==> src/rtl/vga_pkg.sv <==
// Shared VGA raster constants and helpers for the timing generator and the renderers.
package vga_pkg;

    // Coordinate bus width seen by every renderer.
    localparam int COORD_W     = 10;
    localparam int COORD_LIMIT = 1 << COORD_W;

    // Default 640x480@60 Hz timing, in pixels and lines.
    localparam int H_ACTIVE_DEF = 640;
    localparam int H_FP_DEF     = 16;
    localparam int H_SYNC_DEF   = 96;
    localparam int H_BP_DEF     = 48;
    localparam int H_TOTAL      = H_ACTIVE_DEF + H_FP_DEF + H_SYNC_DEF + H_BP_DEF;

    localparam int V_ACTIVE_DEF = 480;
    localparam int V_FP_DEF     = 10;
    localparam int V_SYNC_DEF   = 2;
    localparam int V_BP_DEF     = 33;
    localparam int V_TOTAL      = V_ACTIVE_DEF + V_FP_DEF + V_SYNC_DEF + V_BP_DEF;

    localparam logic [23:0] COLOUR_BLACK = 24'h000000;

    // True when coord lies in the inclusive window [lo, hi].
    function automatic logic in_window(input logic [COORD_W-1:0] coord,
                                       input logic [COORD_W-1:0] lo,
                                       input logic [COORD_W-1:0] hi);
        return (coord >= lo) && (coord <= hi);
    endfunction

endpackage

==> src/rtl/vga_wrap_counter.sv <==
// Enable-gated counter 0..MAX that wraps to 0; wrap flags the enabled MAX cycle.
module vga_wrap_counter #(
    parameter int MAX = 799,
    parameter int W   = 10
) (
    input  logic         clk,
    input  logic         rst_n,
    input  logic         en,
    output logic [W-1:0] count,
    output logic         wrap
);

    localparam logic [W-1:0] MAX_C = W'(MAX);

    logic [W-1:0] count_q, count_d;

    assign wrap  = en && (count_q == MAX_C);
    assign count = count_q;

    // Next count: advance on enable, fold MAX back to zero.
    always_comb begin
        count_d = count_q;
        if (en) begin
            count_d = (count_q == MAX_C) ? '0 : count_q + W'(1);
        end
    end

    // Count register.
    always_ff @(posedge clk or negedge rst_n) begin
        if (!rst_n) count_q <= '0;
        else        count_q <= count_d;
    end

endmodule

==> src/rtl/vga_timing_gen.sv <==
// VGA raster timing generator: pixel divider, H/V coordinate counters and the
// registered DAC output stage (colour, blanking, sync) aligned one pixel behind.
module vga_timing_gen
    import vga_pkg::*;
#(
    parameter int CLK_DIV  = 2,
    parameter int H_ACTIVE = H_ACTIVE_DEF,
    parameter int H_FP     = H_FP_DEF,
    parameter int H_SYNC   = H_SYNC_DEF,
    parameter int H_BP     = H_BP_DEF,
    parameter int V_ACTIVE = V_ACTIVE_DEF,
    parameter int V_FP     = V_FP_DEF,
    parameter int V_SYNC   = V_SYNC_DEF,
    parameter int V_BP     = V_BP_DEF,
    parameter bit SYNC_POL = 1'b0
) (
    input  logic               clk,
    input  logic               rst_n,
    input  logic [23:0]        rgb_in,
    output logic [COORD_W-1:0] hsync,
    output logic [COORD_W-1:0] vsync,
    output logic               video_on,
    output logic               pix_en,
    output logic               frame_tick,
    output logic               vga_hs,
    output logic               vga_vs,
    output logic               vga_blank_n,
    output logic               vga_sync_n,
    output logic               vga_clk,
    output logic [7:0]         vga_r,
    output logic [7:0]         vga_g,
    output logic [7:0]         vga_b
);

    localparam int H_TOT = H_ACTIVE + H_FP + H_SYNC + H_BP;
    localparam int V_TOT = V_ACTIVE + V_FP + V_SYNC + V_BP;

    localparam logic [COORD_W-1:0] H_ACT_C  = COORD_W'(H_ACTIVE);
    localparam logic [COORD_W-1:0] HS_FIRST = COORD_W'(H_ACTIVE + H_FP);
    localparam logic [COORD_W-1:0] HS_LAST  = COORD_W'(H_ACTIVE + H_FP + H_SYNC - 1);
    localparam logic [COORD_W-1:0] V_ACT_C  = COORD_W'(V_ACTIVE);
    localparam logic [COORD_W-1:0] VS_FIRST = COORD_W'(V_ACTIVE + V_FP);
    localparam logic [COORD_W-1:0] VS_LAST  = COORD_W'(V_ACTIVE + V_FP + V_SYNC - 1);

    if (H_TOT > COORD_LIMIT || V_TOT > COORD_LIMIT) begin : g_bad_total
        $error("vga_timing_gen: H/V total exceeds coordinate range");
    end
    if (CLK_DIV < 1) begin : g_bad_div
        $error("vga_timing_gen: CLK_DIV must be >= 1");
    end

    logic        vga_clk_d;
    logic        h_wrap, v_wrap;
    logic [23:0] rgb_q, rgb_d;
    logic        blank_n_q, hs_q, hs_d, vs_q, vs_d, vga_clk_q;

    if (CLK_DIV == 1) begin : g_no_div
        assign pix_en    = 1'b1;
        assign vga_clk_d = 1'b1;
    end else begin : g_div
        localparam int             DIV_W    = $clog2(CLK_DIV);
        localparam logic [DIV_W-1:0] DIV_LAST = DIV_W'(CLK_DIV - 1);
        localparam logic [DIV_W-1:0] DIV_HALF = DIV_W'(CLK_DIV / 2);

        logic [DIV_W-1:0] div_q, div_d;

        assign pix_en    = (div_q == DIV_LAST);
        assign div_d     = pix_en ? '0 : div_q + DIV_W'(1);
        // Registering the next-divider compare puts the vga_clk rising edge mid-pixel.
        assign vga_clk_d = (div_d >= DIV_HALF);

        // Pixel divider.
        always_ff @(posedge clk or negedge rst_n) begin
            if (!rst_n) div_q <= '0;
            else        div_q <= div_d;
        end
    end

    vga_wrap_counter #(.MAX(H_TOT - 1), .W(COORD_W)) u_hcnt (
        .clk   (clk),
        .rst_n (rst_n),
        .en    (pix_en),
        .count (hsync),
        .wrap  (h_wrap)
    );

    vga_wrap_counter #(.MAX(V_TOT - 1), .W(COORD_W)) u_vcnt (
        .clk   (clk),
        .rst_n (rst_n),
        .en    (h_wrap && pix_en),
        .count (vsync),
        .wrap  (v_wrap)
    );

    assign video_on   = (hsync < H_ACT_C) && (vsync < V_ACT_C);
    assign frame_tick = h_wrap && v_wrap;

    assign rgb_d = video_on ? rgb_in : COLOUR_BLACK;
    assign hs_d  = in_window(hsync, HS_FIRST, HS_LAST) ? SYNC_POL : ~SYNC_POL;
    assign vs_d  = in_window(vsync, VS_FIRST, VS_LAST) ? SYNC_POL : ~SYNC_POL;

    // DAC output stage: loads once per pixel, one pixel behind the coordinates.
    always_ff @(posedge clk or negedge rst_n) begin
        if (!rst_n) begin
            rgb_q     <= COLOUR_BLACK;
            blank_n_q <= 1'b0;
            hs_q      <= ~SYNC_POL;
            vs_q      <= ~SYNC_POL;
            vga_clk_q <= 1'b0;
        end else begin
            vga_clk_q <= vga_clk_d;
            if (pix_en) begin
                rgb_q     <= rgb_d;
                blank_n_q <= video_on;
                hs_q      <= hs_d;
                vs_q      <= vs_d;
            end
        end
    end

    assign vga_r       = rgb_q[23:16];
    assign vga_g       = rgb_q[15:8];
    assign vga_b       = rgb_q[7:0];
    assign vga_blank_n = blank_n_q;
    assign vga_hs      = hs_q;
    assign vga_vs      = vs_q;
    assign vga_clk     = vga_clk_q;
    assign vga_sync_n  = 1'b0;

endmodule

==> config.mk <==
export PLATFORM = sky130hd
export DESIGN_NAME = vga_timing_gen
export DESIGN_NICKNAME = d
export VERILOG_FILES = /design/src/rtl/vga_pkg.sv /design/src/rtl/vga_wrap_counter.sv /design/src/rtl/vga_timing_gen.sv
export SDC_FILE = /design/constraint.sdc
export NUM_CORES = 1
export LEC_CHECK = 0
export CAP_MARGIN = 30
export CORE_MARGIN = 1
export CORE_UTILIZATION = 40
export CTS_CLUSTER_DIAMETER = 120
export DETAILED_ROUTE_END_ITERATION = 6
export GPL_TIMING_DRIVEN = 0
export PLACE_DENSITY = 0.76
export SLEW_MARGIN = 20
export SYNTH_ARGS = -nofsm -noshare
export SYNTH_HDL_FRONTEND = slang
export SYNTH_SLANG_ARGS = --single-unit
==> constraint.sdc <==
create_clock -name clk -period 1.85 [get_ports clk]
set_clock_uncertainty 0.1 [all_clocks]
set_input_delay 0.555 -clock clk [delete_from_list [all_inputs] [get_ports clk]]
set_output_delay 0.555 -clock clk [all_outputs]
set_load 0.02 [all_outputs]
## Yosys cells after proc, flatten, opt, wreduce, memory -nomap -nowiden

Index checks and enable logic that the tools add are counted.

| word-level totals | value |
|---|---|
| register bits | 49 |
| latch bits | 0 |
| memory bits (writable) | 0 |
| bits in read-only memories | 0 |
| bits of input ports | 26 |
| output and inout port bits | 52 |
| memories | 0 |

| operators by class | value |
|---|---|
| add/sub/neg operators | 3 |
| $mul | 0 |
| divide/modulo/power cells | 0 |
| order comparisons | 7 |
| equal/unequal tests | 2 |
| shift-type cells | 0 |
| muxes and demuxes | 6 |
| bitwise gates (word level) | 0 |
| reduce and logical (&&, ||, !) cells | 7 |

Operators with widths:

| operator | count |
|---|---|
| $mux W24 | 1 |
| $add A10 B1 Y10 const B | 2 |
| $eq A10 B10 Y1 const B | 2 |
| $mux W10 | 2 |
| $ge A10 B10 Y1 const B | 1 |
| $ge A10 B9 Y1 const B | 1 |
| $le A10 B10 Y1 const B | 1 |
| $le A10 B9 Y1 const B | 1 |
| $lt A10 B10 Y1 const B | 1 |
| $lt A10 B9 Y1 const B | 1 |
| $logic_and A1 B1 Y1 | 7 |
| $mux W1 | 3 |
| $add A1 B1 Y1 const B | 1 |
| $ge A1 B1 Y1 const B | 1 |

## Depth between registers and ports, before layout

| depth | value |
|---|---|
| word-level depth | 5 |
| depth in mapped cells | 6 |

## By module

From an unflattened synthesis, not the netlist that was laid out.

| unflattened totals | value |
|---|---|
| cells, all modules | 204 |
| area total of the unflattened synthesis | 2304.7 sq um |

Modules (own cells, without submodules):

| module | instances | cells each | area each (sq um) |
|---|---|---|---|
| vga_timing_gen | 1 | 104 | 1263.7 |
| vga_wrap_counter (u_vcnt) | 1 | 50 | 530.5 |
| vga_wrap_counter (u_hcnt) | 1 | 50 | 510.5 |

## Worst setup path after synthesis

Ideal clock, no wire load.

| timing path | value |
|---|---|
| path type | reg2out |
| start point | reg u_hcnt.count_q[0], in the netlist u_hcnt.count[0] |
| end point | out frame_tick |
| data arrival time | 1637 ps |
| required time | 1195 ps |
| path slack | -442 ps |
| stages on the path, launching flop included | 6 |
| buffers on the path | 1 |
| cells stage by stage | dfrtp_1 ha_1 and4_1 buf_4 nand3_1 nor2_1 |

| between the ends | value |
|---|---|
| cells in the longest elaborated chain, start to end | 5 |

RTL lines:

| what | line | text |
|---|---|---|
| start, declared | vga_wrap_counter.sv:15 | `logic [W-1:0] count_q, count_d;` |
| start signal, assigned | vga_wrap_counter.sv:31 | `else count_q <= count_d;` |
| $eq A10 B10 Y1 * | vga_wrap_counter.sv:17 | `assign wrap = en && (count_q == MAX_C);` |
| $logic_and A1 B1 Y1 * | vga_wrap_counter.sv:17 |  |
| $logic_and A1 B1 Y1 | vga_timing_gen.sv:90 | `.en (h_wrap && pix_en),` |
| $logic_and A1 B1 Y1 | vga_wrap_counter.sv:17 |  |
| $logic_and A1 B1 Y1 * | vga_timing_gen.sv:96 | `assign frame_tick = h_wrap && v_wrap;` |
| end, declared | vga_timing_gen.sv:24 | `output logic frame_tick,` |

Every way passes the cells marked *; elsewhere a longest branch is shown, timed or not.

## Worst setup path after layout

| timing path | value |
|---|---|
| start point | reg u_vcnt.count_q[8], in the netlist u_vcnt.count[8] |
| end point | out frame_tick |

| between the ends | value |
|---|---|
| cells in the longest elaborated chain, start to end | 3 |

RTL lines:

| what | line |
|---|---|
| start, declared | vga_wrap_counter.sv:15 |
| start signal, assigned | vga_wrap_counter.sv:31 |
| $eq A10 B10 Y1 | vga_wrap_counter.sv:17 |
| $logic_and A1 B1 Y1 | vga_wrap_counter.sv:17 |
| $logic_and A1 B1 Y1 | vga_timing_gen.sv:96 |

No other way between the ends.

==> summary.md <==
| Metric | Value |
|---|---|
| Outcome | complete, but fails checks |
| Violations in the final reports | setup timing |
| Ant. Diodes | 0 |
| Ranking of synthesized cells by area | dfrtp_1 53%, o2bb2ai_1 9.6%, nand2_1 6.4% |
| Drt pass-1 iters | 4 |
| Path type of the worst setup path | flip-flop to output port |
| Total Power | 2.01 mW |
| DR vias/cell | 5.16 |
| DIE AREA | 5740 um^2 |
| CP required | 1.19 ns |
| Mapped Area | 2180 um^2 |
| Slew Limit Fails | 0 |
| # DRC | 0 |
| CTS buffer count | 5 |
| YS warnings | 0 |
| HPWL after detailed placement | 3840 um |
| Fraction of registers with async set/reset | 100% |
| Period minus WS final | 2.34 ns |
| Vias in the first global route | 1832 |
| Number of core rows | 26 |
| Seq/Total Area, Yosys | 55.3% |
| First-pass GRT wire length | 8940 um |
| Worst path top cell family by delay | simple AND/OR/NAND/NOR gates |
| Max Freq | 427 MHz |
| Initial antenna violation count | 0 |
| H-tree lvl count | 2 |
| Area delta synth->final | 50.0% |
| Top-area cell type share of the netlist area | 52.8% |
| Rel. slew slack | 59.9% |
| Setup ws final | -0.493 ns |
| Critical path fanouts, max | 3 |
| Port bufs | 76 |
| Crit end category | output port |
| Largest net degree at the start of global routing | 26 |
| Cell with the most instances after synthesis | dfrtp_1 |
| Routed WL per cell | 14.6 um |
| Final Hold Vio Count | 0 |
| Placer Congestion | 0.811 |
| Crit path buf inv count | 1 |
| Setup TNS | -0.945 ns |
| DRT iter0 DRCs | 97 |
| DR vias | 1928 |
| Total Routing Usage GR | 21.2% |
| Synth cell count leaders | 46 x dfrtp_1, 37 x nand2_1, 24 x o2bb2ai_1, 9 x o21ai_0, 9 x xor2_1 |
| Share of layout cells above drive strength 1 | 20.7% |
| Maximum clock path buffer count | 2 |
| CTS tree | built |
| Leak | 1.47 nW |
| Type of the worst min-delay path | primary input to asynchronous set/reset pin |
| Clock Latency Late Sink | 0.30 ns |
| Post-Synthesis Cells | 204 |
| Tcrit/Tclk final | 127% |
| Avg Inst Size Synth | 10.7 um^2 |
| Starting density of the core | 42.1% |
| Worst slew pin tran | 0.601 ns |
| Fillers | 441 |
| Clk sink count | 48 |
| Pwr Density | 616 nW/um^2 |
| Die span in x | 75.8 um |
| Core ar. | 5170 um^2 |
| Crit path DAT | 1.69 ns |
| Final ANT Viol Nets | 0 |
| Critical Path Source Type | flip-flop |
| IO Pins | 78 |
| Layout Cells excl Fill | 374 |
| RSZ-0062 raised after global routing | true |
| Clock Tree Root | clkbuf_8 |
| Max incr delay on CP | 0.42 ns |
| Critical path cell sequence | or3_1, or3_4, nor2_4, buf_6 |
| Max VDD drop | 378 uV |
| Clk pin slew, worst setup/hold paths | 0.09 ns |
| Hold-fix buffers, CTS | 0 |
| Overflow after GRT | 0 |
| Cells after DPL | 351 |
| Finish-stage setup viols | 3 |
| Die H | 75.8 um |
| WHS | 0.145 ns |
| Nets | 333 |
| Wirelength, routed | 5460 um |
| Ys flop type | dfrtp_1 |
| Leading area contributor after synthesis | dfrtp_1 |
| Max Cap Viol | 0 |
| Post-synth EDFFs | 0 |
| Yosys cell types | 38 |
| Post-synthesis register bit count | 48 |
| Syn Nets | 234 |
| Worst path slowest cell | dfrtp_2 |
[flip-flops by register name (all words and copies together) (netlist names)]
signal and count:
vga_blank_n 1, rgb_q 24, vga_hs 1, u_hcnt.count 10
u_vcnt.count 10, vga_vs 1, pix_en 1
[layout by cell type, fill, tap and decap left out, types with 3 or more instances in the layout]
cell / netlist / layout
nand3_1: 8 / 7
xor2_1: 9 / 9
nor2_1: 8 / 7
o21ai_0: 9 / 8
and3_1: 3 / 3
nand4_1: 4 / 4
dfrtp_1: 46 / 35
dlygate4sd2_1: 0 / 37
clkbuf_1: 7 / 7
nand2_1: 37 / 37
clkbuf_2: 0 / 5
inv_1: 5 / 4
nor3_1: 4 / 4
clkdlybuf4s15_1: 0 / 6
ha_1: 4 / 3
xnor2_1: 3 / 3
clkdlybuf4s50_1: 0 / 25
clkbuf_8: 0 / 6
buf_4: 4 / 17
o2bb2ai_1: 24 / 24
buf_6: 1 / 5
dfrtp_2: 0 / 11
[per-layer routing]
| layer | share of wire, % | wire length (um) | up-vias | GRT usage, % |
|---|---|---|---|---|
| li1 | - | - | 913 | - |
| met1 | 47 | 2540 | 946 | 27.2 |
| met2 | 47 | 2590 | 61 | 34.0 |
| met3 | 4.3 | 234 | 8 | 5.42 |
| met4 | 1.7 | 91 | 0 | 8.64 |
| met5 | 0 | 0 | - | 0 |
[repair_timing]
item                                    in CTS  in global routing
endpoints found under the setup margin      52                 15
resized for setup                           71                 16
buffers inserted                            12                  3
pin swaps                                    3                  1
gates cloned                                 0                  0
[cell families (layout without fill, tap and decap cells)]
group           Yosys count  after routing  synth area share [%]
xor+xnor                 12             12                  4.83
compound gates           40             40                  13.8
flops                    48             48                  55.3
fa+ha+maj                 4              4                  2.30
other cells               1              1                 0.172
simple gates             81             81                  19.5
buf+inv                  18            118                  4.14
[area by class of cell]
| cell class | instances | area (um^2) | area share, % |
|---|---|---|---|
| flip-flops and latches | 48 | 1220 | 37.3 |
| multi-input cells | 138 | 921 | 28.2 |
| repair buffers | 92 | 831 | 25.4 |
| well taps | 70 | 87.6 | 2.68 |
| plain buffers | 12 | 81.3 | 2.49 |
| clock buffers | 6 | 72.6 | 2.22 |
| clock inverters | 2 | 35.0 | 1.07 |
| inverters | 6 | 22.5 | 0.689 |
[stage by stage]
step,cell area (um^2),utilization [%],setup slack [ns]
global placement,3060,59.1,-1.39
finish,3270,63.2,-0.493
CTS,3250,62.8,-0.520
global route,3270,63.2,-0.564
detailed placement,3080,59.5,-0.748
floorplan,2210,-,-0.183
[path summary, 6_finish.rpt]
check	start	end	slack, ns	depth (start not counted)
max in group asynchronous	rst_n	vga_vs$_DFFE_PN1P_	0.90	2
max reg2reg	u_hcnt.count[1]$_DFFE_PN0P_	u_vcnt.count[9]$_DFFE_PN0P_	0.01	6
min reg2reg	rgb_q[0]$_DFFE_PN0P_	rgb_q[0]$_DFFE_PN0P_	0.39	1
min	rst_n	rgb_q[0]$_DFFE_PN0P_	0.14	1
min in group clk	rgb_q[0]$_DFFE_PN0P_	rgb_q[0]$_DFFE_PN0P_	0.39	1
max	u_vcnt.count[8]$_DFFE_PN0P_	frame_tick	-0.49	4
[power by group]
group / internal, mW / leakage, nW / total, mW / switching (mW)
Combinational: 0.0883 / 0.845 / 0.177 / 0.0883
Clock: 0.402 / 0.0552 / 0.750 / 0.348
Sequential: 1.07 / 0.571 / 1.09 / 0.0133
Total: 1.56 / 1.47 / 2.01 / 0.450
Power figures use the tool's default switching activity.
